## src/rtl/alu_wb_regfile_if.sv

```systemverilog
// alu_wb_regfile_if: ALU write-back, operand read and status signals
interface alu_wb_regfile_if;
  logic        wb_valid;
  logic        wb_ready;
  logic [3:0]  wb_ctrl;
  logic [3:0]  wb_dest;
  logic [15:0] wb_res;
  logic [15:0] wb_r15;
  logic [3:0]  rd_addr_a;
  logic [3:0]  rd_addr_b;
  logic [15:0] rd_data_a;
  logic [15:0] rd_data_b;
  logic        err_illegal;
  logic [15:0] ops_retired;
  modport master (
    output wb_valid, wb_ctrl, wb_dest, wb_res, wb_r15, rd_addr_a, rd_addr_b,
    input  wb_ready, rd_data_a, rd_data_b, err_illegal, ops_retired
  );
  modport slave (
    input  wb_valid, wb_ctrl, wb_dest, wb_res, wb_r15, rd_addr_a, rd_addr_b,
    output wb_ready, rd_data_a, rd_data_b, err_illegal, ops_retired
  );
endinterface

```

## src/rtl/alu_wb_regfile.sv

```systemverilog
// alu_wb_regfile: 16x16 register file with ALU write-back and MUL/DIV R15 second write
module alu_wb_regfile (
  input logic            clk,
  input logic            rst_n,
  alu_wb_regfile_if.slave bus
);
  typedef enum logic {IDLE, WR_R15} state_t;
  state_t      state, state_nx;
  logic [15:0] rf [16];
  logic [15:0] hold;
  logic [15:0] ops;
  logic        err;
  logic        hs, legal, muldiv;
  assign hs              = bus.wb_valid & bus.wb_ready;
  assign legal           = bus.wb_ctrl <= 4'd5;
  assign muldiv          = bus.wb_ctrl[3:1] == 3'b001;
  assign bus.wb_ready    = state == IDLE;
  assign bus.rd_data_a   = rf[bus.rd_addr_a];
  assign bus.rd_data_b   = rf[bus.rd_addr_b];
  assign bus.err_illegal = err;
  assign bus.ops_retired = ops;
  // state register
  always_ff @(posedge clk or negedge rst_n)
    if (!rst_n) state <= IDLE;
    else state <= state_nx;
  // MUL/DIV spend one extra cycle writing R15; WR_R15 always returns to IDLE
  always_comb begin
    state_nx = IDLE;
    if (state == IDLE && hs && muldiv) state_nx = WR_R15;
  end
  // register writes; R0 is never written so it reads 0
  always_ff @(posedge clk or negedge rst_n)
    if (!rst_n) begin
      for (int i = 0; i < 16; i++) rf[i] <= '0;
    end else if (hs && legal && bus.wb_dest != 4'd0) begin
      rf[bus.wb_dest] <= bus.wb_res;
    end else if (state == WR_R15) begin
      rf[15] <= hold;
    end
  // holding register, illegal-op pulse and retired-op counter
  always_ff @(posedge clk or negedge rst_n)
    if (!rst_n) begin
      hold <= '0;
      err  <= 1'b0;
      ops  <= '0;
    end else begin
      if (hs && muldiv) hold <= bus.wb_r15;
      err <= hs & ~legal;
      ops <= ops + 16'(hs);
    end
endmodule

```

## src/flat_wrapper.sv

```systemverilog
// flat-port wrapper written by rule: the top's interface ports become plain ports
module alu_wb_regfile_flat 
  (clk, rst_n, bus_wb_valid, bus_wb_ctrl, bus_wb_dest, bus_wb_res, bus_wb_r15, bus_rd_addr_a, bus_rd_addr_b, bus_wb_ready, bus_rd_data_a, bus_rd_data_b, bus_err_illegal, bus_ops_retired);
  alu_wb_regfile_if bus_i ();
  input logic clk;
  input logic rst_n;
  input wire logic [$bits(bus_i.wb_valid)-1:0] bus_wb_valid;
  input wire logic [$bits(bus_i.wb_ctrl)-1:0] bus_wb_ctrl;
  input wire logic [$bits(bus_i.wb_dest)-1:0] bus_wb_dest;
  input wire logic [$bits(bus_i.wb_res)-1:0] bus_wb_res;
  input wire logic [$bits(bus_i.wb_r15)-1:0] bus_wb_r15;
  input wire logic [$bits(bus_i.rd_addr_a)-1:0] bus_rd_addr_a;
  input wire logic [$bits(bus_i.rd_addr_b)-1:0] bus_rd_addr_b;
  output wire logic [$bits(bus_i.wb_ready)-1:0] bus_wb_ready;
  output wire logic [$bits(bus_i.rd_data_a)-1:0] bus_rd_data_a;
  output wire logic [$bits(bus_i.rd_data_b)-1:0] bus_rd_data_b;
  output wire logic [$bits(bus_i.err_illegal)-1:0] bus_err_illegal;
  output wire logic [$bits(bus_i.ops_retired)-1:0] bus_ops_retired;
  assign bus_i.wb_valid = bus_wb_valid;
  assign bus_i.wb_ctrl = bus_wb_ctrl;
  assign bus_i.wb_dest = bus_wb_dest;
  assign bus_i.wb_res = bus_wb_res;
  assign bus_i.wb_r15 = bus_wb_r15;
  assign bus_i.rd_addr_a = bus_rd_addr_a;
  assign bus_i.rd_addr_b = bus_rd_addr_b;
  assign bus_wb_ready = bus_i.wb_ready;
  assign bus_rd_data_a = bus_i.rd_data_a;
  assign bus_rd_data_b = bus_i.rd_data_b;
  assign bus_err_illegal = bus_i.err_illegal;
  assign bus_ops_retired = bus_i.ops_retired;
  alu_wb_regfile u_core (.clk(clk), .rst_n(rst_n), .bus(bus_i));
endmodule
```

## config.mk

```make
export PLATFORM = sky130hd
export DESIGN_NAME = alu_wb_regfile_flat
export DESIGN_NICKNAME = d
export VERILOG_FILES = /design/src/rtl/alu_wb_regfile_if.sv /design/src/rtl/alu_wb_regfile.sv /design/src/flat_wrapper.sv
export SDC_FILE = /design/constraint.sdc
export NUM_CORES = 1
export LEC_CHECK = 0
export BUFFER_PORTS_ARGS = -buffer_cell sky130_fd_sc_hd__buf_2
export CAP_MARGIN = 20
export CORE_ASPECT_RATIO = 0.75
export CORE_UTILIZATION = 55
export CTS_BUF_LIST = sky130_fd_sc_hd__clkbuf_8 sky130_fd_sc_hd__clkbuf_16
export DETAILED_ROUTE_END_ITERATION = 12
export GPL_ROUTABILITY_DRIVEN = 1
export HOLD_SLACK_MARGIN = 0.05
export PLACE_DENSITY = 0.76
export SETUP_SLACK_MARGIN = 0.4
export SYNTH_ARGS = -nofsm -noshare
export SYNTH_HDL_FRONTEND = slang
export SYNTH_SLANG_ARGS = --single-unit
```

## constraint.sdc

```tcl
create_clock -name clk -period 1.9 [get_ports clk]
set_clock_uncertainty 0.2 [all_clocks]
set_input_delay 0.095 -clock clk [delete_from_list [all_inputs] [get_ports clk]]
set_output_delay 0.095 -clock clk [all_outputs]
set_load 0.01 [all_outputs]
```

== After elaboration in Yosys (flattened, before gate mapping) ==
Index checks and enable logic that the tools add are counted.
Word-level totals
  bits in registers: 290
  input port bits: 51
  word-level logic and storage cells: 54
Operators by class
  equality and inequality tests: 1
  add/subtract/negate cells: 1
  reduce and logical (&&, ||, !) cells: 8
  bitwise logic cells: 7
  multiplexer cells: 12
  $lt $le $gt $ge: 5
Operator list (number)
  $bwmux 256: 1
  $bmux 16 s4: 2
  $mux 16: 7
  $demux 16 s4: 1
  $add 16x1->16: 1
  $ge 5x5->1 const B: 3
  $not 4->5: 3
  $logic_and 1x1->1: 6
  $lt 5x1->1 const B: 1
  $le 4x3->1 const B: 1
  $reduce_bool 4->1: 1
  $eq 3x1->1 const B: 1
  $and 1x1->1: 2
  $not 1->1: 2
  $reduce_bool 2->1: 1
  $mux 1: 1

== Longest topological paths before layout ==
Gate-level depths: netlist of the first run.
  depth in word-level cells: 7
  gate-level depth with buffers: 9
  gate-level depth less buffers: 7

== Worst setup path before layout of the first run ==
No wires, ideal clock.
  path kind: reg2reg
  from: register u_core.state
  to: register u_core.ops[15] (netlist: u_core.bus.ops_retired[15])
  setup time: 0.124 ns
  clock period less this slack: 2.061 ns
  arrival time: 1.736 ns
  stages on the path, launching flop included: 9
  required time: 1.576 ns
  buffers on the path: 2
  path slack: -0.161 ns
  path through: dfrtp_1 > buf_6 > nor2b_4 > buf_6 > ha_1 > nand3_1 > nor4_1 > nand3_1 > xnor2_1
On the way
  cells in the longest elaborated chain, start to end: 3
Ends and longest elaborated chain
  start: declaration: line alu_wb_regfile.sv:8  | state_t state, state_nx;
  start signal: assignment: line alu_wb_regfile.sv:25  | else state <= state_nx;
  $not 1->1: line alu_wb_regfile.sv:17  | assign bus.wb_ready = state == IDLE;
  $and 1x1->1: line alu_wb_regfile.sv:14  | assign hs = bus.wb_valid & bus.wb_ready;
  $add 16x1->16: line alu_wb_regfile.sv:49  | ops <= ops + 16'(hs);
  end signal: assignment: line alu_wb_regfile.sv:49
  end: declaration: line alu_wb_regfile.sv:11  | logic [15:0] ops;
Every way passes these cells.
A chain may end at the register's enable or synchronous reset.

== Worst setup path in the final report of the first run ==
  from: register u_core.rf[4] (netlist bit)
  to: output port bus_rd_data_b[4]
On the way
  cells in the longest elaborated chain, start to end: 3
Ends and longest elaborated chain
  start: declaration: line alu_wb_regfile.sv:9  | logic [15:0] rf [16];
  start signal: indexed assignment: line alu_wb_regfile.sv:36  | rf[bus.wb_dest] <= bus.wb_res;
  $bmux 16 s4: line alu_wb_regfile.sv:19  | assign bus.rd_data_b = rf[bus.rd_addr_b];
  $mux 16 (implied by the code) (2 in a row): line alu_wb_regfile.sv:19
  end: declaration: line flat_wrapper.sv:16  | output wire logic [$bits(bus_i.rd_data_b)-1:0] bus_rd_data_b;
Every way passes these cells. The select of a mux whose other input is x is not followed.

==> results of run 1 <==
## area by class of cell
class                   count  area [um^2]  area share, %
inverters                   3         16.3         0.0820
clock buffers              35          808           4.08
multi-input cells         573         8170           41.2
clock inverters            14          151          0.764
well taps                 344          430           2.17
repair buffers            287         2990           15.1
flip-flops and latches    290         7260           36.6
## through the flow
step	cell area, um^2	power, mW	hold slack (ns)	utilization (%)
floorplan	15400	10.5	-0.401	-
detailed placement	16600	11.8	-0.120	63.1
global placement	16600	11.6	-0.116	63.1
finish	19800	18.8	-0.102	75.6
global route	19800	19.4	-0.0768	75.6
CTS	19300	18.2	-0.101	73.7
## state kept, by name (all words and copies together), names as in the netlist
register,count
u_core.bus.ops_retired,16
u_core.hold,16
u_core.state,1
u_core.bus.err_illegal,1
u_core.rf,256
## synthesized netlist by cell type (all sizes together) (2+ instances only)
| library cell | n | share of area (%) |
|---|---|---|
| dfrtp | 290 | 49 |
| mux2 | 240 | 19 |
| mux4 | 128 | 19 |
| a22oi | 64 | 3.2 |
| clkbuf | 59 | 1.5 |
| buf | 44 | 1.8 |
| nand2 | 40 | 1.0 |
| a21o | 16 | 0.81 |
| a22o | 16 | 0.94 |
| nand3 | 13 | 0.59 |
| nor2 | 8 | 0.24 |
| nor2b | 8 | 0.39 |
| xnor2 | 7 | 0.41 |
| xor2 | 7 | 0.41 |
| nor3 | 6 | 0.46 |
| and3 | 4 | 0.17 |
| inv | 3 | 0.076 |
| nor4 | 3 | 0.23 |
| and2 | 2 | 0.084 |
| ha | 2 | 0.17 |
| or3 | 2 | 0.084 |
## cells in the final DEF (no fill, tap or decap), types with 6 or more instances in the layout
cell,synthesis,final
buf_6,7,41
xnor2_1,7,6
xor2_1,7,7
clkbuf_8,0,6
clkbuf_16,0,32
dlygate4sd3_1,0,36
nand2_1,39,32
buf_12,0,43
a21o_1,16,16
buf_4,5,59
mux2_2,218,75
buf_16,0,9
mux2_4,20,165
nor3_4,3,6
buf_8,0,6
a22oi_1,64,19
dfrtp_1,290,286
nand3_4,1,6
a22oi_2,0,45
mux4_2,128,128
buf_2,29,90
a22o_1,16,15
## worst max path at each step
stage	from	to	slack (ns)	cells after the start
after global routing	u_core.rf[78]$_DFFE_PN0P_	bus_rd_data_b[14]	-0.44	4
final	u_core.rf[4]$_DFFE_PN0P_	bus_rd_data_b[4]	-0.40	4
after detailed placement	bus_rd_addr_b[2]	bus_rd_data_b[1]	-0.17	6
after CTS	u_core.rf[4]$_DFFE_PN0P_	bus_rd_data_b[4]	-0.39	4
after floorplan	u_core.state$_DFF_PN0_	u_core.rf[117]$_DFFE_PN0P_	-0.16	7
after global placement	bus_rd_addr_b[2]	bus_rd_data_b[0]	-0.14	6
## report_power, final
part	switching, mW	internal (mW)
sequential	1.02	7.26
clock	2.45	3.40
combinational	1.78	2.85
total	5.25	13.5
## critical path, cell delays in order, from the launching register on
cell and delay (ns):
dfrtp_1 0.45, mux4_2 0.50, a22oi_2 0.21, nand2_1 0.14, buf_2 0.16
## kinds of logic (layout without fill, tap and decap cells)
| group | Yosys count | after routing | share of synthesized area [%] |
|---|---|---|---|
| buf+inv | 106 | 339 | 3.40 |
| simple gates | 91 | 92 | 3.60 |
| xor+xnor | 14 | 14 | 0.825 |
| compound gates | 97 | 97 | 5.05 |
| fa+ha+maj | 2 | 2 | 0.168 |
| mux | 368 | 368 | 38.1 |
| flops | 290 | 290 | 48.9 |
## repair_timing
action	in CTS	in global routing
hold endpoints to repair	548	52
pin swaps	76	34
endpoints found under the setup margin	304	308
setup buffers	47	19
resized for setup	177	67
gates cloned	13	2
## per-layer routing
layer | GRT usage, % | vias to the layer above
met5 | 0 | -
met4 | 11.2 | 0
met3 | 7.40 | 113
met2 | 51.8 | 577
met1 | 46.7 | 5540
li1 | - | 4154
==> results.yml, run 1 <==
cts:
  ctsHoldBuffers: 36
  cts_tree: "yes"
  numCtsBuffers: 28
  clock_path_buffers: 3
  clkTransAtPathRegs_ns: 0.06
  clkLatencyLatePin_ns: 0.54
  clock-sinks: 290
  htree_levels: 1
  cts_root_buffer: "clkbuf_16"
drt:
  drt_drc_violations_left: 0
  drt_iter0_drc: 937
  met1_length_um: 18300
  post_drt_via_cell_ratio: 6.72
  highest_layer: "met4"
  ant_nets: 0
  wirelength_um: 45900
  met3_length_um: 4150
  wl_per_cell_um: 29.7
  num_vias: 10384
  dr_wl_met2_um: 21800
  dr.pass1.iters: 5
critical_path:
  cp.arrival_ns: 2.00
  r2r-start: "u_core.state$_DFF_PN0_"
  required_ns: 1.60
  critPathCaptureType: "primary output"
  crit_path_max_fanout: 3
  worstReg2RegEnd: "u_core.rf[91]$_DFFE_PN0P_"
  startpoint_type: "register"
  critPathKind: "reg2out"
  r2r_slack_ns: -0.33
  worstRegToRegCells: 10
timing:
  relSlewSlack_pct: 13.2
  setup_tns_ns: -67.38
  period_share_pct: 121
  tightestPinTransition_ns: 1.30
  hold_ws_ns: -0.102
  fmax_ghz: 0.435
  grt_setup_unrepaired: "true"
  hold_viol: 52
  finalSetupViolations: 303
  slew_viol_final: 0
  setup_slack_ns: -0.398
  period_needed_ns: 2.30
synth:
  avgSynthCellArea_um2: 15.3
  synth_flop_cell: "dfrtp_1"
  syn-cell-area_um2: 14900
  synth.yosys.warnings: 0
  synth-seq-cells: 290
  synth_nets: 1021
  async_flop_share_pct: 100
  synth_cell_type_count: 41
  synth-edff-count: 0
  synthCells: 968
  ys_seq_area_share_pct: 48.9
cells_and_area:
  stdcell_count: 1546
  nNetsFinal: 1236
  antenna_cells_inserted: 0
  drive_gt1_share_pct: 63.4
  fillCellCount: 1470
  syn_to_final_growth_pct: 33.5
floorplanning:
  fp-row-count: 51
  fp.dieArea_um2: 27700
  coreArea_um2: 26200
  die_h_um: 144
  initial_core_util_pct: 56.6
  die_x_um: 192
  pin_count: 101
placed_design:
  place_hpwl_um: 24300
  portBuffers: 99
  place_congestion: 0.806
  placed_cells: 1377
  dp_slack_ns: -0.170
grt:
  grt_pass1_vias: 10496
  antenna_found_initial: 0
  track_usage_pct: 33.3
  grt_max_degree: 60
  overflow: 0
  grt_pass1_wl_um: 66800
min_path:
  worstHoldPathType: "in2async"
power:
  ir_worst_vdd_mv: 0.873
  leakagePower_nw: 9.19
  power_density_nw_per_um2: 946
outcome:
  status: "complete, but fails checks"
  violations: "hold timing, setup timing"
run:
  maxCapViolCount: 0
Note: power is estimated with default switching activity, not from simulation.
==> run 2, diff against run 1 <==
- CORE_MARGIN: unset -> 2
- REMOVE_ABC_BUFFERS: unset -> 1
==> run 2 against run 1 <==
Effect of this change:
- non-clock buffer count up 34
- final cell count grew 2.9%
- the run still ends with hold timing, setup timing left
- final area grew 1.9%
- via count increased by 4.6%
- worst setup slack got worse by 0.024 ns
- utilization about the same
- highest routed layer unchanged
- largest power group unchanged
- combinational power up 3%
- sequential share of layout area decreased by 0.69 points
- register-to-register slack lost 0.09 ns
==> results.yml, run 2 (same netlist as run 1, synthesis figures left out) <==
cts:
  clock_path_buffers: 3
  cts_tree: "yes"
  clock-sinks: 290
  htree_levels: 1
  cts_root_buffer: "clkbuf_16"
  clkTransAtPathRegs_ns: 0.07
  ctsHoldBuffers: 37
  numCtsBuffers: 29
  clkLatencyLatePin_ns: 0.56
grt:
  overflow: 0
  grt_pass1_vias: 11207
  antenna_found_initial: 0
  grt_pass1_wl_um: 70000
  grt_max_degree: 59
  track_usage_pct: 32.9
cells_and_area:
  final_area_um2: 20200
  final_util_pct: 75.6
  layout_commonest_cell: "dfrtp_1"
  fillCellCount: 1418
  largest_register_ffs: 256
  stdcell_count: 1591
  final_cell_mix: "dfrtp_1, mux2_4, mux4_2, buf_2, mux2_2"
  antenna_cells_inserted: 0
  top_register: "u_core.rf"
  drive_gt1_share_pct: 65.9
  syn_to_final_growth_pct: 36.1
  nNetsFinal: 1270
floorplanning:
  die_x_um: 194
  fp.dieArea_um2: 28400
  pin_count: 101
  initial_core_util_pct: 55.5
  fp-row-count: 52
  coreArea_um2: 26700
  die_h_um: 146
timing:
  hold_ws_ns: -0.153
  finalSetupViolations: 297
  grt_setup_unrepaired: "true"
  hold_viol: 1
  setup_slack_ns: -0.422
  tightestPinTransition_ns: 0.870
  period_needed_ns: 2.32
  fmax_ghz: 0.431
  slew_viol_final: 0
  relSlewSlack_pct: 41.7
  period_share_pct: 122
  setup_tns_ns: -69.60
power:
  power_density_nw_per_um2: 937
  p_comb_share_pct: 25.1
  seqPwrFrac_pct: 43.6
  clockPowerShare_pct: 31.3
  total_power_mw: 18.9
  power_switching_mw: 5.46
  netSwitchingFraction_pct: 28.8
  leakagePower_nw: 9.34
  p_int_mw: 13.5
  ir_worst_vdd_mv: 0.965
critical_path:
  startpoint_type: "register"
  critPathCaptureType: "primary output"
  crit_path_max_fanout: 3
  max_stage_delay_ns: 0.54
  cp.arrival_ns: 2.03
  worst_path_max_delay_cell: "mux4_2"
  required_ns: 1.60
  crit_chain: "mux4_2 > a22oi_2 > nand2_1 > buf_2"
  critPathKind: "reg2out"
placed_design:
  place_area_um2: 16300
  place_congestion: 0.827
  portBuffers: 99
  placed_cells: 1401
  place_hpwl_um: 25000
  dp_slack_ns: -0.196
outcome:
  violations: "hold timing, setup timing"
  status: "complete, but fails checks"
drt:
  ant_nets: 0
  wirelength_um: 49300
  dr.pass1.iters: 5
  wl_per_cell_um: 31.0
  num_vias: 10860
  drt_iter0_drc: 1072
  post_drt_via_cell_ratio: 6.83
  drt_drc_violations_left: 0
min_path:
  worstHoldPathType: "in2reg"
run:
  maxCapViolCount: 0
## run 2: timing repair
item / CTS / global route
cloned: 12 / 1
pin swaps: 79 / 28
resized for setup: 275 / 77
hold endpoints to repair: 548 / 1
setup endpoints to repair: 303 / 549
buffers inserted: 48 / 34
## run 2: final timing paths
| kind | cells past startpoint | to | slack (ns) | start |
|---|---|---|---|---|
| worst min register to register | 0 | u_core.rf[254]$_DFFE_PN0P_ | 0.20 | u_core.rf[254]$_DFFE_PN0P_ |
| worst min-delay path | 4 | u_core.bus.err_illegal$_DFF_PN0_ | -0.15 | bus_wb_ctrl[1] |
| max in group asynchronous | 4 | u_core.bus.ops_retired[2]$_DFF_PN0_ | 0.51 | rst_n |
| worst max-delay path | 4 | bus_rd_data_a[0] | -0.42 | u_core.rf[240]$_DFFE_PN0P_ |
| min in group asynchronous | 3 | u_core.rf[46]$_DFFE_PN0P_ | 0.34 | rst_n |
| worst max register to register | 10 | u_core.rf[54]$_DFFE_PN0P_ | -0.42 | u_core.state$_DFF_PN0_ |
## run 2: per-layer routing
metal  global-route usage, %  part of all wire [%]  up-vias
met4                    13.2                   4.7        0
met2                    50.6                    47      677
met1                    45.1                    38     5783
met5                       0                     0        -
li1                        -                     -     4219
met3                    9.08                   9.7      181
## run 2: critical path, delay by kind of cell (launching register included)
| family | cells | cell delay (ns) |
|---|---|---|
| multiplexers | 1 | 0.54 |
| flip-flops | 1 | 0.45 |
| AO/OA/AOI/OAI | 1 | 0.22 |
| buffers and inverters | 1 | 0.15 |
| AND/OR/NAND/NOR | 1 | 0.09 |
## run 2: area by class of cell
type / count / area, um^2 / area share [%]
inverters: 3 / 16.3 / 0.0805
clock inverters: 14 / 104 / 0.514
well taps: 351 / 439 / 2.17
flip-flops and latches: 290 / 7260 / 35.9
multi-input cells: 572 / 8170 / 40.4
clock buffers: 40 / 877 / 4.34
repair buffers: 321 / 3340 / 16.5
## run 2: power groups by stage
stage          logic, mW  clock network [mW]  registers (mW)
5_1_grt             5.00                6.18            8.34
2_1_floorplan       2.24                   0            7.90
4_1_cts             4.12                5.89            8.10
3_3_place_gp        3.34                   0            8.05
6_report            4.75                5.92            8.26
3_5_place_dp        3.44                   0            8.15
